$ cat src/rtl/pipeline_ctrl_if.sv
// ----------------------------------------------------------------------------
// pipeline_ctrl_if
// Bundle between the 5-stage pipeline and its central stall/flush controller.
//
// Request side (pipeline -> controller):
//   stallreq_if / stallreq_id / stallreq_ex / stallreq_mem : per-stage stall requests
//   exception_type_i : MEM-stage exception code (0 = none)
//   cp0_epc_i        : current EPC
//   if_busy_i        : instruction fetch outstanding on the instruction bus
// Control side (controller -> pipeline):
//   stall_o            : stall vector, bit k holds stage k (0=IF,1=ID,2=EX,3=MEM)
//   flush_o            : clears all pipeline registers
//   pc_load_o          : PC register loads new_pc_o this cycle
//   new_pc_o           : redirect target
//   redirect_pending_o : a redirect is waiting for the fetch to drain
//   stall_cycles_o     : consecutive stall cycle count
//   stall_timeout_o    : stall watchdog flag
//
// master = the controller, slave = the pipeline.
// ----------------------------------------------------------------------------
interface pipeline_ctrl_if #(
    parameter int CNT_W = 8
);
    logic             stallreq_if;
    logic             stallreq_id;
    logic             stallreq_ex;
    logic             stallreq_mem;
    logic [31:0]      exception_type_i;
    logic [31:0]      cp0_epc_i;
    logic             if_busy_i;

    logic [3:0]       stall_o;
    logic             flush_o;
    logic             pc_load_o;
    logic [31:0]      new_pc_o;
    logic             redirect_pending_o;
    logic [CNT_W-1:0] stall_cycles_o;
    logic             stall_timeout_o;

    modport master (
        input  stallreq_if, stallreq_id, stallreq_ex, stallreq_mem,
        input  exception_type_i, cp0_epc_i, if_busy_i,
        output stall_o, flush_o, pc_load_o, new_pc_o, redirect_pending_o,
        output stall_cycles_o, stall_timeout_o
    );

    modport slave (
        output stallreq_if, stallreq_id, stallreq_ex, stallreq_mem,
        output exception_type_i, cp0_epc_i, if_busy_i,
        input  stall_o, flush_o, pc_load_o, new_pc_o, redirect_pending_o,
        input  stall_cycles_o, stall_timeout_o
    );
endinterface

$ cat src/rtl/pipeline_ctrl.sv
// ----------------------------------------------------------------------------
// pipeline_ctrl
// Central stall/flush controller for the 5-stage pipeline. Merges per-stage
// stall requests into a stall vector, turns MEM-stage exceptions / ERET into a
// flush plus PC redirect (deferring the PC load while a fetch is outstanding),
// and counts consecutive stall cycles for a watchdog flag.
//
// Ports:
//   clk    : clock, rising edge
//   resetn : asynchronous active-low reset
//   bus    : pipeline_ctrl_if.master (requests in, stall/flush/redirect out)
// ----------------------------------------------------------------------------
module pipeline_ctrl #(
    parameter logic [31:0] EXC_VECTOR = 32'hBFC00380,
    parameter logic [31:0] ERET_CODE  = 32'h0000000E,
    parameter int          CNT_W      = 8,
    parameter int          TIMEOUT    = 200
) (
    input  logic            clk,
    input  logic            resetn,
    pipeline_ctrl_if.master bus
);

    typedef enum logic {
        IDLE    = 1'b0,
        WAIT_IF = 1'b1
    } state_t;

    state_t           state_q, state_d;
    logic [31:0]      new_pc_q, new_pc_d;
    logic [CNT_W-1:0] cnt_q, cnt_d;
    logic             timeout_q, timeout_d;

    logic             exc;
    logic [31:0]      target;
    logic [3:0]       stall;
    logic             flush;
    logic             pc_load;
    logic             pending;
    logic [31:0]      new_pc;

    assign exc    = (bus.exception_type_i != 32'h0);
    assign target = (bus.exception_type_i == ERET_CODE) ? bus.cp0_epc_i : EXC_VECTOR;

    always_comb begin
        stall    = 4'b0000;
        flush    = 1'b0;
        pc_load  = 1'b0;
        pending  = 1'b0;
        new_pc   = new_pc_q;
        state_d  = state_q;
        new_pc_d = new_pc_q;

        // Control outputs stay low for as long as reset is held, independent
        // of the (already reset) state register.
        if (resetn) begin
            unique case (state_q)
                IDLE: begin
                    if (exc) begin
                        new_pc = target;
                    end
                    if (bus.stallreq_mem) begin
                        // MEM must complete before its exception can be taken.
                        stall = 4'b1111;
                    end else if (exc) begin
                        flush = 1'b1;
                        if (bus.if_busy_i) begin
                            // Fetch still in flight: hold IF and park the target.
                            stall    = 4'b0001;
                            new_pc_d = target;
                            state_d  = WAIT_IF;
                        end else begin
                            pc_load = 1'b1;
                        end
                    end else if (bus.stallreq_ex) begin
                        stall = 4'b0111;
                    end else if (bus.stallreq_id) begin
                        stall = 4'b0011;
                    end else if (bus.stallreq_if) begin
                        stall = 4'b0001;
                    end
                end
                WAIT_IF: begin
                    pending = 1'b1;
                    if (bus.if_busy_i) begin
                        stall = 4'b0001;
                    end else begin
                        pc_load = 1'b1;
                        state_d = IDLE;
                    end
                end
                default: begin
                    state_d = IDLE;
                end
            endcase
        end
    end

    // Saturating consecutive-stall counter; any non-stall cycle clears it.
    always_comb begin
        cnt_d = '0;
        if (stall != 4'b0000) begin
            cnt_d = (cnt_q == {CNT_W{1'b1}}) ? cnt_q : cnt_q + CNT_W'(1);
        end
        timeout_d = (int'(cnt_d) >= TIMEOUT);
    end

    always_ff @(posedge clk or negedge resetn) begin
        if (!resetn) begin
            state_q   <= IDLE;
            new_pc_q  <= 32'h0;
            cnt_q     <= '0;
            timeout_q <= 1'b0;
        end else begin
            state_q   <= state_d;
            new_pc_q  <= new_pc_d;
            cnt_q     <= cnt_d;
            timeout_q <= timeout_d;
        end
    end

    assign bus.stall_o            = stall;
    assign bus.flush_o            = flush;
    assign bus.pc_load_o          = pc_load;
    assign bus.new_pc_o           = new_pc;
    assign bus.redirect_pending_o = pending;
    assign bus.stall_cycles_o     = cnt_q;
    assign bus.stall_timeout_o    = timeout_q;

endmodule
$ cat src/flat_wrapper.sv
// flat-port wrapper written by rule: the top's interface ports become plain ports
module pipeline_ctrl_flat 
#(
    parameter logic [31:0] EXC_VECTOR = 32'hBFC00380,
    parameter logic [31:0] ERET_CODE  = 32'h0000000E,
    parameter int          CNT_W      = 8,
    parameter int          TIMEOUT    = 200
)
  (clk, resetn, bus_stallreq_if, bus_stallreq_id, bus_stallreq_ex, bus_stallreq_mem, bus_exception_type_i, bus_cp0_epc_i, bus_if_busy_i, bus_stall_o, bus_flush_o, bus_pc_load_o, bus_new_pc_o, bus_redirect_pending_o, bus_stall_cycles_o, bus_stall_timeout_o);
  pipeline_ctrl_if #(.CNT_W(CNT_W)) bus_i ();
  input  logic clk;
  input  logic resetn;
  input wire logic [$bits(bus_i.stallreq_if)-1:0] bus_stallreq_if;
  input wire logic [$bits(bus_i.stallreq_id)-1:0] bus_stallreq_id;
  input wire logic [$bits(bus_i.stallreq_ex)-1:0] bus_stallreq_ex;
  input wire logic [$bits(bus_i.stallreq_mem)-1:0] bus_stallreq_mem;
  input wire logic [$bits(bus_i.exception_type_i)-1:0] bus_exception_type_i;
  input wire logic [$bits(bus_i.cp0_epc_i)-1:0] bus_cp0_epc_i;
  input wire logic [$bits(bus_i.if_busy_i)-1:0] bus_if_busy_i;
  output wire logic [$bits(bus_i.stall_o)-1:0] bus_stall_o;
  output wire logic [$bits(bus_i.flush_o)-1:0] bus_flush_o;
  output wire logic [$bits(bus_i.pc_load_o)-1:0] bus_pc_load_o;
  output wire logic [$bits(bus_i.new_pc_o)-1:0] bus_new_pc_o;
  output wire logic [$bits(bus_i.redirect_pending_o)-1:0] bus_redirect_pending_o;
  output wire logic [$bits(bus_i.stall_cycles_o)-1:0] bus_stall_cycles_o;
  output wire logic [$bits(bus_i.stall_timeout_o)-1:0] bus_stall_timeout_o;
  assign bus_i.stallreq_if = bus_stallreq_if;
  assign bus_i.stallreq_id = bus_stallreq_id;
  assign bus_i.stallreq_ex = bus_stallreq_ex;
  assign bus_i.stallreq_mem = bus_stallreq_mem;
  assign bus_i.exception_type_i = bus_exception_type_i;
  assign bus_i.cp0_epc_i = bus_cp0_epc_i;
  assign bus_i.if_busy_i = bus_if_busy_i;
  assign bus_stall_o = bus_i.stall_o;
  assign bus_flush_o = bus_i.flush_o;
  assign bus_pc_load_o = bus_i.pc_load_o;
  assign bus_new_pc_o = bus_i.new_pc_o;
  assign bus_redirect_pending_o = bus_i.redirect_pending_o;
  assign bus_stall_cycles_o = bus_i.stall_cycles_o;
  assign bus_stall_timeout_o = bus_i.stall_timeout_o;
  pipeline_ctrl #(.EXC_VECTOR(EXC_VECTOR), .ERET_CODE(ERET_CODE), .CNT_W(CNT_W), .TIMEOUT(TIMEOUT)) u_core (.clk(clk), .resetn(resetn), .bus(bus_i));
endmodule
$ cat config.mk
export PLATFORM = sky130hd
export DESIGN_NAME = pipeline_ctrl_flat
export DESIGN_NICKNAME = d
export VERILOG_FILES = /design/src/rtl/pipeline_ctrl_if.sv /design/src/rtl/pipeline_ctrl.sv /design/src/flat_wrapper.sv
export SDC_FILE = /design/constraint.sdc
export NUM_CORES = 1
export LEC_CHECK = 0
export BUFFER_PORTS_ARGS = -buffer_cell sky130_fd_sc_hd__buf_2
export CAP_MARGIN = 0
export CORE_UTILIZATION = 35
export DETAILED_ROUTE_END_ITERATION = 8
export PLACE_DENSITY = 0.73
export SLEW_MARGIN = 10
export SYNTH_ARGS = -nofsm -noshare
export SYNTH_HDL_FRONTEND = slang
export SYNTH_SLANG_ARGS = --single-unit
$ cat constraint.sdc
create_clock -name clk -period 2.6 [get_ports clk]
set_input_delay 0.39 -clock clk [delete_from_list [all_inputs] [get_ports clk]]
set_output_delay 0.39 -clock clk [all_outputs]
set_load 0.01 [all_outputs]
**Word level (Yosys, flattened, before mapping)**

Index checks and enable logic that the tools add are counted.

- Register bits after elaboration: 42
- Output and inout port bits: 48
- Logic and storage cells: 42

- Add/sub/neg operators: 1
- Order comparisons: 1
- Eq/ne operators: 2
- Mux-type cells: 29
- Bitwise logic cells: 2
- Reductions and logical operators: 3

Operators by type and width:

| cell | number |
|---|---|
| 2-to-1 mux 32 bit | 4 |
| == test 32 x 4 -> 1 bit, second input constant | 1 |
| nonzero test 32 bit | 1 |
| 2-to-1 mux 4 bit | 5 |
| 2-to-1 mux 8 bit | 2 |
| 2-to-1 mux 1 bit | 15 |
| adder 8 x 1 -> 8 bit, second input constant | 1 |
| == test 8 bit, second input constant | 1 |
| greater-or-equal comparator 8 bit, second input constant | 1 |
| case mux 4 bit (2 select lines) | 1 |
| AND reduction 5 bit | 1 |
| case mux 1 bit (2 select lines) | 2 |
| nonzero test 4 bit | 1 |
| NOT 1 bit | 2 |

**Longest topological paths before layout**

- Depth after elaboration: 10
- Mapped depth: 7

**Worst setup path after synthesis**

Ideal clock, no wire load.

- Kind: input to output
- From: input port bus_exception_type_i[0]
- To: output port bus_stall_o[0]
- Arrival time: 1.817 ns
- Required time: 2.210 ns
- Slack: 0.393 ns
- Cell stages on the path: 5
- Cells stage by stage: nor4_1 > nand4_1 > nor3_2 > mux2_2 > nor2b_1

- Cells in the longest elaborated chain, start to end: 5

Ends and longest elaborated chain:

| what | RTL line | RTL |
|---|---|---|
| start, declared | flat_wrapper.sv:17 | `input wire logic [$bits(bus_i.exception_type_i)-1:0] bus_exception_type_i;` |
| nonzero test 32 bit | pipeline_ctrl.sv:42 | `assign exc = (bus.exception_type_i != 32'h0);` |
| 2-to-1 mux 4 bit | pipeline_ctrl.sv:65 | `end else if (exc) begin` |
| 2-to-1 mux 4 bit | pipeline_ctrl.sv:62 | `if (bus.stallreq_mem) begin` |
| case mux 4 bit (2 select lines) | pipeline_ctrl.sv:57 | `unique case (state_q)` |
| 2-to-1 mux 4 bit | pipeline_ctrl.sv:56 | `if (resetn) begin` |
| end, declared | flat_wrapper.sv:20 | `output wire logic [$bits(bus_i.stall_o)-1:0] bus_stall_o;` |

Every way passes these cells.

**Worst setup path in the final report**

- From: input port bus_exception_type_i[9]
- To: output port bus_stall_o[0]

Same word-level chain as after synthesis.

==> flow_summary.rst <==
.. list-table::
   :header-rows: 1

   * - Metric
     - Value
   * - Worst setup slack before clock tree synthesis
     - 0.0678 ns
   * - Setup violation total in the final timing report
     - 0
   * - Clock buffer depth
     - 2
   * - Total Die Area
     - 6970 um^2
   * - Total congestion overflow after global routing
     - 0
   * - Normalized max-slew margin
     - 43.9%
   * - Floorplan core area
     - 6390 um^2
   * - Per-cell via count in the routed design
     - 5.31
   * - Reg clk slew, reported paths
     - 0.08 ns
   * - Synth Warn #
     - 0
   * - Worst supply voltage drop on vdd
     - 0.224 mV
   * - Top area cells in the synthesized netlist
     - sky130_fd_sc_hd__dfrtp_1 45%, sky130_fd_sc_hd__nand2_1 10%, sky130_fd_sc_hd__a22o_1 7.5%
   * - Critical path endpoint category
     - output pin
   * - Final Net Count
     - 464
   * - Die width
     - 83.5 um
   * - Count of unresolved DRC violations after routing
     - 0
   * - Number of buffers created by CTS
     - 5
   * - Data arrival time of the critical path
     - 2.09 ns
   * - Cell leakage power
     - 1.57 nW
   * - R2R cell count
     - 4
   * - Post-synthesis register bit count
     - 42
   * - Number of rows created at floorplan
     - 29
   * - Global router's overall resource usage
     - 19.0%
   * - Mapped cell area
     - 2320 um^2
   * - Kind of critical path
     - in2out
   * - Fin crit share
     - 95.4%
   * - Worst Tran Pin Value
     - 0.839 ns
   * - Via count of the first global-routing pass
     - 2355
   * - Starting utilization of the core area
     - 36.4%
   * - GP Congestion
     - 0.774
   * - Reported max-cap violation count
     - 0
   * - Final Skew
     - 0.00649 ns
   * - Most common cell after layout, fill and taps aside
     - sky130_fd_sc_hd__buf_2
   * - Clock tree from TritonCTS
     - done
   * - Post-layout minimum cycle time
     - 2.48 ns
   * - Worst Setup Slack, final
     - 0.120 ns
   * - Share of post-route cells with drive strength above 1
     - 36.4%
   * - Root buf cell
     - sky130_fd_sc_hd__clkbuf_8
   * - Total number of clock tree sinks
     - 42
   * - Net count after synthesis
     - 348
   * - Worst EP required
     - 2.21 ns
   * - Number of levels the H-tree was split into
     - 2
   * - Cts hold-fix bufs
     - 0
   * - Final setup TNS
     - 0 ns
   * - DR pass1 iterations
     - 4
   * - Initial DRC Count
     - 76
   * - Fmax achieved
     - 403 MHz
   * - Number of antenna repair diodes
     - 0
   * - Number of buffers added on ports
     - 118
   * - Detailed-route wire length per cell
     - 13.7 um
   * - Max Transition Viols Final
     - 0
   * - Initial antenna violation count
     - 0
   * - Mean instance size in the synthesized netlist
     - 8.42 um^2
   * - Post-synthesis sequential area ratio
     - 45.2%
   * - Pwr/cell area
     - 420 nW/um^2
   * - Area added between synthesis and finish
     - 37.3%
   * - Class of the worst hold path
     - in2async
   * - Critical-path maximum fanout
     - 4
   * - Yosys top cell by area
     - sky130_fd_sc_hd__dfrtp_1
   * - Placed wire-length estimate
     - 4540 um
   * - Post-synth top area share
     - 45.2%
   * - Antenna-violating nets left
     - 0
   * - Commonest cells after routing, fill and taps aside
     - 118 x sky130_fd_sc_hd__buf_2, 63 x sky130_fd_sc_hd__nand2_1, 42 x sky130_fd_sc_hd__dfrtp_1, 35 x sky130_fd_sc_hd__o21ai_0, 27 x sky130_fd_sc_hd__nor2_1
   * - Count of unique library cells instantiated by Yosys
     - 37
   * - Total via count after detailed routing
     - 2498
   * - Hold Fails Final Rpt
     - 0
   * - Post-Syn Instances
     - 276
   * - Crit start category
     - primary input
   * - Vertical die dimension
     - 83.5 um
   * - Global-route wire length before repair
     - 11000 um
   * - Final WL
     - 6450 um
   * - Result of the run
     - completed
   * - Top-level port count
     - 119
   * - Insertion delay of the later-clocked pin in the worst-skew pair
     - 0.29 ns
   * - Largest net degree at the start of global routing
     - 55
## repair_timing
action	in CTS	in global routing
resized for setup	0	2
endpoints found under the setup margin	0	19
setup buffers	0	2
endpoints found under the hold margin	0	0
## routing by layer
metal	vias up	global-route usage, %	share of wire (%)
met1	1195	25.6	45
li1	1212	-	-
met4	0	4.78	0.81
met5	-	0	0
met3	9	3.86	5.5
met2	82	31.4	48
## through the flow
step	cells	power (W)	util, %	hold WS [ns]	instance area (um^2)
final	470	0.00134	50.0	0.209	3190
after floorplan	276	0.000774	-	0.0944	2320
after global routing	470	0.00141	50.0	0.281	3190
after detailed placement	459	0.000907	47.5	0.491	3040
after CTS	467	0.00134	49.0	0.230	3130
after global placement	459	0.000903	47.5	0.489	3040
## cell type report
| class | count | area [um^2] |
|---|---|---|
| clock buffer | 7 | 86.3 |
| clock inverter | 1 | 5.00 |
| fill | 623 | 3190 |
| inverter | 1 | 3.75 |
| multi-input combinational | 214 | 1220 |
| sequential | 42 | 1050 |
| tap | 77 | 96.3 |
| timing repair buffer | 128 | 733 |
## where the power goes
| part | switching (W) | leakage, nW | total, W | internal [W] |
|---|---|---|---|---|
| Clock | 0.000217 | 0.0482 | 0.000432 | 0.000214 |
| Combinational | 0.000130 | 1.00 | 0.000240 | 0.000110 |
| Sequential | 0.00000819 | 0.522 | 0.000670 | 0.000662 |
## synthesized netlist by cell type (all sizes together)
cell / number
or2: 2
nand4: 2
a41oi: 1
and2: 3
o21ai: 35
mux2: 2
nor2b: 2
mux2i: 2
nor4: 7
nand2: 63
o21a: 3
dfrtp: 42
or3: 3
nor2: 27
nand3b: 1
ha: 1
and3: 1
a22o: 20
xor2: 1
a21oi: 3
o22a: 12
nand2b: 1
inv: 1
o31ai: 1
nor3: 6
buf: 9
a21o: 1
nor3b: 1
clkbuf: 10
and4: 1
nand3: 8
o211ai: 3
a211o: 1
## registers in the layout, summed over array words and instances (netlist names)
signal	cells
u_core.bus.stall_cycles_o	8
u_core.new_pc_q	32
u_core.state_q	1
u_core.bus.stall_timeout_o	1
## kinds of logic (layout without fill, tap and decap cells)
kind of cell | Yosys count | after routing | share of synthesized area (%)
simple gates | 128 | 128 | 24.7
compound gates | 80 | 80 | 23.6
flops | 42 | 42 | 45.2
buf+inv | 20 | 137 | 3.82
mux | 4 | 4 | 1.83
fa+ha+maj | 1 | 1 | 0.538
xor+xnor | 1 | 1 | 0.377
## final timing paths
| path | from | slack (ns) | endpoint |
|---|---|---|---|
| min in group clk | bus_cp0_epc_i[26] | 0.33 | u_core.new_pc_q[26] |
| worst min register to register | u_core.new_pc_q[25] | 0.51 | u_core.new_pc_q[25] |
| worst max-delay path | bus_exception_type_i[9] | 0.12 | bus_stall_o[0] |
| worst max register to register | u_core.state_q | 0.48 | u_core.new_pc_q[22] |
| worst min-delay path | resetn | 0.21 | u_core.state_q |
| max in group asynchronous | resetn | 1.95 | u_core.new_pc_q[20] |
## critical path, cell delays in order
cell	delay (ns)
sky130_fd_sc_hd__buf_2	0.10
sky130_fd_sc_hd__nor4_1	0.31
sky130_fd_sc_hd__nand4_1	0.34
sky130_fd_sc_hd__nor3_4	0.33
sky130_fd_sc_hd__mux2_2	0.38
sky130_fd_sc_hd__nor2b_1	0.11
sky130_fd_sc_hd__buf_2	0.14
No activity file was read; power rests on OpenSTA's default activity.
